===== config.mk =====
export PLATFORM = sky130hd
export DESIGN_NAME = rx_lane_deskew_ctrl
export DESIGN_NICKNAME = d
export VERILOG_FILES = /design/src/rtl/rx_lane_deskew_ctrl.sv
export SDC_FILE = /design/constraint.sdc
export NUM_CORES = 1
export LEC_CHECK = 0
export CAP_MARGIN = 40
export CORE_MARGIN = 2
export CORE_UTILIZATION = 50
export CTS_BUF_LIST = sky130_fd_sc_hd__clkbuf_4 sky130_fd_sc_hd__clkbuf_8
export CTS_CLUSTER_SIZE = 40
export DETAILED_ROUTE_END_ITERATION = 7
export PLACE_DENSITY_LB_ADDON = 0.1
export SYNTH_ARGS = -nofsm -noshare
export SYNTH_HDL_FRONTEND = slang
export SYNTH_SLANG_ARGS = --single-unit
export TNS_END_PERCENT = 50

===== constraint.sdc =====
create_clock -name clk_4f -period 4.4 [get_ports clk_4f]
set_clock_uncertainty 0.05 [all_clocks]
set_input_delay 0.66 -clock clk_4f [delete_from_list [all_inputs] [get_ports clk_4f]]
set_output_delay 0.66 -clock clk_4f [all_outputs]
set_load 0.01 [all_outputs]

===== src/rtl/rx_lane_deskew_ctrl.sv =====
// rtl/rx_lane_deskew_ctrl.sv - two-lane COM hunt, skew measurement and early-lane delay; RX_LANE_STATS_EN adds err_count
module rx_lane_deskew_ctrl #(
    parameter int         MAX_SKEW     = 4,
    parameter logic [7:0] COM          = 8'hBC,
    parameter int         RETRY_CYCLES = 16
`ifdef RX_LANE_STATS_EN
   ,parameter int         ERR_CNT_W    = 8
`endif
) (
    input  logic       clk_4f,
    input  logic       reset,
    input  logic       active_serial_paralelo_0,
    input  logic       active_serial_paralelo_1,
    input  logic       valid_serial_paralelo_0,
    input  logic       valid_serial_paralelo_1,
    input  logic [7:0] data_serial_paralelo_0,
    input  logic [7:0] data_serial_paralelo_1,
    output logic [7:0] data_aligned_0,
    output logic [7:0] data_aligned_1,
    output logic       valid_aligned,
    output logic       link_up,
    output logic [2:0] skew,
    output logic       skew_lane,
    output logic       align_err
`ifdef RX_LANE_STATS_EN
   ,output logic [ERR_CNT_W-1:0] err_count
`endif
);

    localparam int              DL_D       = (MAX_SKEW > 0) ? MAX_SKEW : 1;
    localparam int              RW         = $clog2(RETRY_CYCLES + 1);
    localparam logic [3:0]      MAX_CNT    = 4'(MAX_SKEW);
    localparam logic [RW-1:0]   RETRY_LAST = RW'(RETRY_CYCLES - 1);

    typedef enum logic [1:0] {IDLE, HUNT, LINKED, ERROR} state_t;

    state_t        state, state_nx;
    logic          hunt_armed, hunt_armed_nx, hunt_lane, hunt_lane_nx;
    logic [3:0]    hunt_cnt, hunt_cnt_nx;
    logic [RW-1:0] retry_cnt, retry_cnt_nx;
    logic [2:0]    skew_nx;
    logic          skew_lane_nx;
    logic [8:0]    dl [DL_D];
    logic [8:0]    lane_0, lane_1, early_in, early_out, tap, pre_0, pre_1, out_0, out_1;
    logic          com_0, com_1, acom_0, acom_1, late_com, early_com, lanes_ok, keep;

    assign lane_0    = {valid_serial_paralelo_0, data_serial_paralelo_0};
    assign lane_1    = {valid_serial_paralelo_1, data_serial_paralelo_1};
    assign com_0     = lane_0[8] && (lane_0[7:0] == COM);
    assign com_1     = lane_1[8] && (lane_1[7:0] == COM);
    assign lanes_ok  = active_serial_paralelo_0 && active_serial_paralelo_1;
    assign late_com  = hunt_lane ? com_0 : com_1;
    assign early_com = hunt_lane ? com_1 : com_0;

    // Early lane is tapped skew stages deep; the late lane bypasses the delay line.
    always_comb begin
        tap = '0;
        for (int i = 0; i < DL_D; i++) begin
            if (skew == 3'(i + 1)) tap = dl[i];
        end
    end

    assign early_in  = skew_lane ? lane_1 : lane_0;
    assign early_out = (skew == 3'd0) ? early_in : tap;
    assign pre_0     = skew_lane ? lane_0 : early_out;
    assign pre_1     = skew_lane ? early_out : lane_1;
    assign acom_0    = pre_0[8] && (pre_0[7:0] == COM);
    assign acom_1    = pre_1[8] && (pre_1[7:0] == COM);

    always_comb begin
        state_nx      = state;
        hunt_armed_nx = hunt_armed;
        hunt_lane_nx  = hunt_lane;
        hunt_cnt_nx   = hunt_cnt;
        retry_cnt_nx  = retry_cnt;
        skew_nx       = skew;
        skew_lane_nx  = skew_lane;
        case (state)
            IDLE: if (lanes_ok) state_nx = HUNT;
            HUNT: begin
                if (!hunt_armed) begin
                    if (com_0 && com_1) begin
                        state_nx     = LINKED;
                        skew_nx      = 3'd0;
                        skew_lane_nx = 1'b0;
                    end else if (com_0 || com_1) begin
                        hunt_armed_nx = 1'b1;
                        hunt_lane_nx  = com_1;
                        hunt_cnt_nx   = 4'd1;
                    end
                end else if (late_com && (hunt_cnt <= MAX_CNT)) begin
                    state_nx     = LINKED;
                    skew_nx      = hunt_cnt[2:0];
                    skew_lane_nx = hunt_lane;
                end else if (hunt_cnt > MAX_CNT) begin
                    state_nx = ERROR;
                end else if (early_com) begin
                    hunt_cnt_nx = 4'd1;
                end else begin
                    hunt_cnt_nx = hunt_cnt + 4'd1;
                end
            end
            LINKED: if (acom_0 ^ acom_1) state_nx = ERROR;
            ERROR: begin
                if (retry_cnt == RETRY_LAST) state_nx = IDLE;
                else retry_cnt_nx = retry_cnt + 1'b1;
            end
            default: state_nx = IDLE;
        endcase
        // Losing byte lock on either lane overrides everything, including a skew load.
        if (state != IDLE && !lanes_ok) begin
            state_nx     = IDLE;
            skew_nx      = skew;
            skew_lane_nx = skew_lane;
        end
        if (state_nx != HUNT) begin
            hunt_armed_nx = 1'b0;
            hunt_cnt_nx   = 4'd0;
        end
        if (state_nx != ERROR) retry_cnt_nx = '0;
    end

    assign keep = (state == LINKED) && (state_nx == LINKED);

    always_ff @(posedge clk_4f or negedge reset) begin
        if (!reset) begin
            state      <= IDLE;
            hunt_armed <= 1'b0;
            hunt_lane  <= 1'b0;
            hunt_cnt   <= 4'd0;
            retry_cnt  <= '0;
            skew       <= 3'd0;
            skew_lane  <= 1'b0;
            align_err  <= 1'b0;
            out_0      <= '0;
            out_1      <= '0;
            for (int i = 0; i < DL_D; i++) dl[i] <= '0;
        end else begin
            state      <= state_nx;
            hunt_armed <= hunt_armed_nx;
            hunt_lane  <= hunt_lane_nx;
            hunt_cnt   <= hunt_cnt_nx;
            retry_cnt  <= retry_cnt_nx;
            skew       <= skew_nx;
            skew_lane  <= skew_lane_nx;
            align_err  <= (state_nx == ERROR) && (state != ERROR);
            if (keep) begin
                out_0 <= {pre_0[8], pre_0[8] ? pre_0[7:0] : 8'h00};
                out_1 <= {pre_1[8], pre_1[8] ? pre_1[7:0] : 8'h00};
                dl[0] <= early_in;
                for (int i = 1; i < DL_D; i++) dl[i] <= dl[i-1];
            end else begin
                out_0 <= '0;
                out_1 <= '0;
                for (int i = 0; i < DL_D; i++) dl[i] <= '0;
            end
        end
    end

`ifdef RX_LANE_STATS_EN
    always_ff @(posedge clk_4f or negedge reset) begin
        if (!reset) begin
            err_count <= '0;
        end else if ((state_nx == ERROR) && (state != ERROR) && !(&err_count)) begin
            err_count <= err_count + 1'b1;
        end
    end
`endif

    assign data_aligned_0 = out_0[7:0];
    assign data_aligned_1 = out_1[7:0];
    assign valid_aligned  = out_0[8] & out_1[8];
    assign link_up        = (state == LINKED);

endmodule


==> results.md, run 1 <==
* Worst setup path class: reg2reg
* Hold Path Class: in2async
* Max Root-Sink Buffers at 2
* Final worst slack at 0.9904 ns
* Syn Area/Cell at 10.19 um2
* Clk Tree Root Cell: clkbuf_8
* First-pass GRT wire length at 14.52 mm
* Cell taking the most area after synthesis: dfrtp_1
* Synth top area share at 48.06%
* # diodes at 0
* Final setup viols at 0
* Starting density of the core at 51.68%
* Crit end category: flop
* Final critical-path required period at 3.410 ns
* Clk network pwr share at 38.0%
* Final hold vios at 0
* RSZ-0062 raised after global routing: no
* Core Region at 7253 um2
* Combinational Power Share at 6.0%
* # nets final at 419
* Peak supply drop at 0.0001704 V
* Worst-margin pin slew at 0.7704 ns
* Post-CTS sizing at 0
* Clock sinks at 72
* Vias in the first global route at 2849
* # IOs at 45
* Row cnt at 31
* Final period util at 77.49%
* Unique masters post-synth at 53
* Max FO, Critical Path at 39
* Die W at 90.59 um
* Gr ovfl total at 0
* Post-Synthesis Cells at 368
* # H-tree levels at 3
* TritonCTS clock tree: yes
* Psw at 0.0002815 W
* Worst R2R Path Depth at 8
* P_leak at 2.024 nW
* P&R area growth vs syn at 13.62%
* Post-Syn Area at 3749 um2
* Slew margin rel. at 48.17%
* Net Count, Synth at 396
* Multi-input gate area at 1652 um2
* Critical path required time at 4.61 ns
* Clk slew on worst S/H paths at 0.07 ns
* Setup WS pre-CTS at 0.9334 ns
* Pin count of the biggest net entering global routing at 41
* Ranking of synthesized cells by area: dfrtp_1, and3_1, mux2i_1
* Pwr/cell area at 277.7 nW/um2
* Vias/cell at 5.909
* Latest clock arrival within the worst-skew pair at 0.35 ns
* Fin util at 58.72%
* Wire per inst at 18.05 um
* Internal Dissipation at 0.0009013 W
* Worst Path Arrival at 3.62 ns
* Gr usage total at 22.84%
* Register area share after synthesis at 48.06%
* Final WL at 8.897 mm
* Fmax achieved at 293.3 MHz
* Yosys warns at 0
* Number of detailed-route iterations in the first pass at 5
* Sequential share of power at 56.0%
* CP Launch Type: flop
* Hold Buf Count CTS at 0
* DRT iter0 DRCs at 220
* Status: finished clean
* CTS buffer count at 9
* Final slew viol count at 0
* Layout cells sized above 1 at 8.883%
* Via count at 2913
* Sum Neg Setup Slack at 0 ns
* I/O Buffers at 44
* Die ar. at 8206 um2
* Sw frac at 23.80%
* Filler cells at 643
* Seq cells post-synth at 72
* Total of max-cap violations at 0
* Post-DRT Antenna Nets at 0
* Reg area at 1802 um2
* # DRC at 0
* Post-detail-place hpwl at 6.407 mm
* Initial antenna violation count at 0
* Routability cong. at 0.9363
* Die height at 90.59 um
* Post CTS Setup Buffer Count at 0
## routing by layer
layer  track usage [%]  wire length (um)  vias up
li1                  -                 -     1365
met1             32.07              4087     1400
met3             5.676               537       25
met4             9.615               209        0
met5                 0                 0        -
met2             33.77              4063      123
## final timing paths
check	from	endpoint	slack (ns)
max	skew[0]	retry_cnt[1]	0.99
min	reset	out_0[7]	0.31
max reg2reg	skew[0]	retry_cnt[1]	0.99
min reg2reg	dl[9]	dl[0]	0.45
max in group asynchronous	reset	dl[18]	3.01
min in group clk_4f	dl[9]	dl[0]	0.45
## registers in the layout, summed over array words and instances, names as in the netlist
register / count
dl: 36
skew: 3
skew_lane: 1
state: 2
hunt_cnt: 4
align_err: 1
hunt_armed: 1
out_0: 9
out_1: 9
retry_cnt: 5
hunt_lane: 1
## per-stage QoR
stage | total power, W | cell area, um2 | instances | hold slack [ns]
2_1_floorplan | 0.0006995 | 3749 | 368 | 0.3144
3_3_place_gp | 0.0007462 | 4099 | 479 | 0.4305
3_5_place_dp | 0.0007461 | 4099 | 479 | 0.4359
4_1_cts | 0.001193 | 4259 | 493 | 0.3338
5_1_grt | 0.001220 | 4259 | 493 | 0.3677
6_report | 0.001183 | 4259 | 493 | 0.3131
## synth_stat cells, drive strengths merged
cell type  instances
or2                2
o221ai             5
or3                3
a22o               4
nand3              4
a32o               4
o31ai              3
a21boi             2
nor2              22
inv                9
dfrtp             72
nand4b             1
and3              43
a221oi             5
nand2             24
nand2b             9
nand3b             1
and2               3
o221a              1
o22ai              7
mux2               2
nor4b              1
o2111a             3
nor2b              6
and4b              1
clkbuf             9
a2bb2oi            2
nand4              3
mux2i             15
ha                 6
a21o               2
nor4               7
xnor2              3
nor3              22
a21oi             12
a22oi              5
buf               30
o21ai             11
nor3b              2
nor4bb             1
or4b               1
## critical path: stages (launching register included)
cell and delay [ns]:
dfrtp_1 0.71, nor2b_1 0.52, a22oi_1 0.19, o221ai_1 0.36
nor4b_1 0.35, nand2_1 0.11, or3_1 0.41, and3_4 0.32
nor4_2 0.30
## cells in the final DEF, fill, tap and decap left out, types with 2 or more instances in the layout
cell type and instances:
a221oi_1 4, and2_1 3, nor2_2 2, dfrtp_1 72, mux2i_1 15, o31ai_1 3
inv_1 9, xnor2_1 3, nor4_1 6, o21ai_0 11, a21boi_0 2, clkinv_2 3
clkbuf_8 10, mux2_2 2, nor3b_1 2, nand2b_1 8, o22ai_1 7, clkdlybuf4s50_1 43
and3_1 42, a21oi_1 11, nand3_1 4, ha_1 6, nand2_1 24, a32o_1 4
a21o_1 2, a22oi_1 5, nor2_1 20, a22o_1 4, a2bb2oi_1 2, nor3_1 22
buf_4 7, o221ai_1 5, nand4_1 3, or3_1 3, nor2b_1 5, o2111a_1 3
## area by class of cell
class | count | share of cell area [%]
sequential | 72 | 42.30
multi-input combinational | 248 | 38.78
timing repair buffer | 51 | 11.46
clock buffer | 10 | 3.231
tap | 99 | 2.908
inverter | 9 | 0.7932
clock inverter | 4 | 0.5288
## logic make-up (layout without fill, tap and decap cells)
logic type / after synthesis / in the layout / share of synthesized area [%]
multiplexers: 17 / 17 / 4.606
AO/OA/AOI/OAI: 66 / 66 / 13.22
XOR/XNOR: 3 / 3 / 0.7011
AND/OR/NAND/NOR: 156 / 156 / 23.53
adder cells (fa/ha/maj): 6 / 6 / 2.003
flip-flops: 72 / 72 / 48.06
buffers and inverters: 48 / 74 / 7.877
## power by group through the flow
stage / Combinational (W) / Sequential [W] / Clock (W)
final: 0.0000713 / 0.000662 / 0.000449
after global placement: 0.0000710 / 0.000675 / 0
after floorplan: 0.0000242 / 0.000675 / 0
after CTS: 0.0000711 / 0.000662 / 0.000460
after global routing: 0.0000774 / 0.000662 / 0.000480
after detailed placement: 0.0000709 / 0.000675 / 0
(Power assumes the default switching activity.)
==> run 2, diff against run 1 <==
==> constraint.sdc (replaced) <==
create_clock -name clk_4f -period 3 [get_ports clk_4f]
set_clock_uncertainty 0.05 [all_clocks]
set_input_delay 0.45 -clock clk_4f [delete_from_list [all_inputs] [get_ports clk_4f]]
set_output_delay 0.45 -clock clk_4f [all_outputs]
set_load 0.01 [all_outputs]
==> run 2 against run 1 <==
  * Non-clock buffer count rose by 22
  * First-iteration DRC count fell by 37%
  * Final cell count increased by 4.7%
  * Largest cell class unchanged
==> results.md, run 2 (same netlist as run 1, synthesis figures left out) <==
* # H-tree levels at 3 (unchanged)
* DRT iter0 DRCs at 138 (-37%)
* Pin count of the biggest net entering global routing at 42 (+2.4%)
* Max Root-Sink Buffers at 2 (unchanged)
* Die ar. at 8206 um2 (unchanged)
* Sequential share of power at 46.4% (-9.6 points)
* RSZ-0062 raised after global routing: yes
* Initial antenna violation count at 0 (unchanged)
* Die height at 90.59 um (unchanged)
* Final slew viol count at 0 (unchanged)
* I/O Buffers at 44 (unchanged)
* # diodes at 0 (unchanged)
* Worst Path Arrival at 3.16 ns (-0.46 ns)
* Clk network pwr share at 48.3% (+10 points)
* First-pass GRT wire length at 15.26 mm (+5.1%)
* CP Launch Type: flop
* Status: finished clean
* TritonCTS clock tree: yes
* Final critical-path required period at 2.948 ns (-0.4615 ns)
* # DRC at 0 (unchanged)
* Internal Dissipation at 0.001665 W (+85%)
* Max FO, Critical Path at 39 (unchanged)
* Filler cells at 607 (-5.6%)
* Latest clock arrival within the worst-skew pair at 0.35 ns (about the same)
* Row cnt at 31 (unchanged)
* P_leak at 2.195 nW (+8.5%)
* Final instance area at 4552 um2 (+6.9%)
* Top reg by flops: dl
* Core Region at 7253 um2 (unchanged)
* Max reg flops at 36 (unchanged)
* Clk Tree Root Cell: clkbuf_8
* Final hold vios at 0 (unchanged)
* Pwr Total at 0.002095 W (+77%)
* # IOs at 45 (unchanged)
* Clk slew on worst S/H paths at 0.08 ns (about the same)
* Final WL at 8.860 mm (-0.42%)
* Hold Buf Count CTS at 0 (unchanged)
* Slew margin rel. at 51.53% (+3.4 points)
* Commonest non-fill, non-tap cell in the layout: dfrtp_1
* Gr ovfl total at 0 (unchanged)
* # nets final at 441 (+5.3%)
* Number of detailed-route iterations in the first pass at 5 (unchanged)
* Die W at 90.59 um (unchanged)
* Starting density of the core at 51.68% (unchanged)
* Placed Instances at 501 (+4.6%)
* Vias in the first global route at 3021 (+6.0%)
* CTS buffer count at 9 (unchanged)
* Delay-heaviest family, CP: simple AND/OR/NAND/NOR gates
* Routability cong. at 0.8850 (-5.5%)
* Worst setup path class: reg2reg
* Layout cells sized above 1 at 14.39% (+5.5 points)
* Pwr/cell area at 460.2 nW/um2 (+66%)
* Wire per inst at 17.17 um (-4.9%)
* Crit path largest cell delay at 0.53 ns (-0.18 ns)
* Largest regs: dl: 36 flops, out_0: 9 flops, out_1: 9 flops
* Final setup viols at 0 (unchanged)
* Crit end category: flop
* Worst-margin pin slew at 0.7270 ns (-0.04334 ns)
* Fin util at 62.76% (+4.0 points)
* Post-detail-place hpwl at 6.676 mm (+4.2%)
* Critical path required time at 3.21 ns (-1.40 ns)
* Fmax achieved at 339.2 MHz (+16%)
* Bufs and invs on worst path at 1 (+1)
* Cell at the slowest stage of the critical path: or4b_1
* Min Hold Slack at 0.09870 ns (-0.2144 ns)
* Peak supply drop at 0.0002475 V (+45%)
* P&R area growth vs syn at 21.43%
* Clock sinks at 72 (unchanged)
* Worst path cell trace: buf_4 -> nand2b_1 -> a21oi_1 -> nor2_1 -> a21o_1 -> or4b_1 -> or3_1 -> and3_4 -> nor4_2
* Post-DP Area at 4289 um2 (+4.6%)
* Post-DRT Antenna Nets at 0 (unchanged)
* Hold Path Class: in2async
* Sw frac at 20.52% (-3.3 points)
* Commonest non-fill, non-tap cells in the layout: dfrtp_1, clkdlybuf4s50_1, and3_1
* Psw at 0.0004298 W (+53%)
* Gr usage total at 23.62% (+0.79 points)
* Final period util at 98.27% (+21 points)
* Combinational Power Share at 5.4% (-0.6 points)
* Fin cells at 516 (+4.7%)
* Total of max-cap violations at 0 (unchanged)
* Via count at 2953 (+1.4%)
* Vias/cell at 5.723 (-3.1%)
==> run 2: layer usage <==
metal  track usage, %  part of all wire (%)  vias up
li1                 -                     -     1408
met1            31.29                    45     1443
met2            39.43                    49       88
met3            2.838                   4.6       14
met4            9.744                   2.1        0
met5                0                     0        -
==> run 2: timing repair <==
action / 4_1_cts / 5_1_grt
setup endpoints to repair: 0 / 43
resized for setup: 0 / 2
setup buffers: 0 / 0
==> run 2: final cells by class <==
cell class / count / area [um2] / area share [%]
inverter: 9 / 33.78 / 0.7422
timing repair buffer: 73 / 678.2 / 14.90
tap: 99 / 123.9 / 2.721
clock inverter: 5 / 128.9 / 2.831
clock buffer: 10 / 131.4 / 2.886
sequential: 72 / 1803 / 39.61
multi-input combinational: 248 / 1653 / 36.31
==> run 2: worst paths after layout <==
kind | slack [ns] | startpoint | depth (start not counted) | endpoint
max in group asynchronous | 2.13 | reset | 2 | skew[0]
min in group clk_4f | 0.46 | dl[16] | 1 | dl[7]
max | 0.05 | skew[2] | 9 | retry_cnt[1]
min reg2reg | 0.46 | dl[16] | 1 | dl[7]
min | 0.1 | reset | 1 | dl[4]
max reg2reg | 0.05 | skew[2] | 9 | retry_cnt[1]
==> run 2: power by group through the flow <==
stage          sequential [W]  clock [W]  combinational (W)
6_report             0.000971    0.00101           0.000113
5_1_grt              0.000971    0.00107           0.000124
4_1_cts              0.000971    0.00103           0.000114
3_5_place_dp         0.000990          0           0.000113
3_3_place_gp         0.000990          0           0.000114
2_1_floorplan        0.000990          0          0.0000355
==> run 2: per-stage QoR <==
| step | worst slack (ns) | setup TNS (ns) |
|---|---|---|
| floorplan | 0.2310 | 0 |
| global route | -0.06407 | -0.1020 |
| CTS | 0.04184 | 0 |
| detailed placement | 0.01472 | 0 |
| finish | 0.05186 | 0 |
| global placement | 0.01572 | 0 |
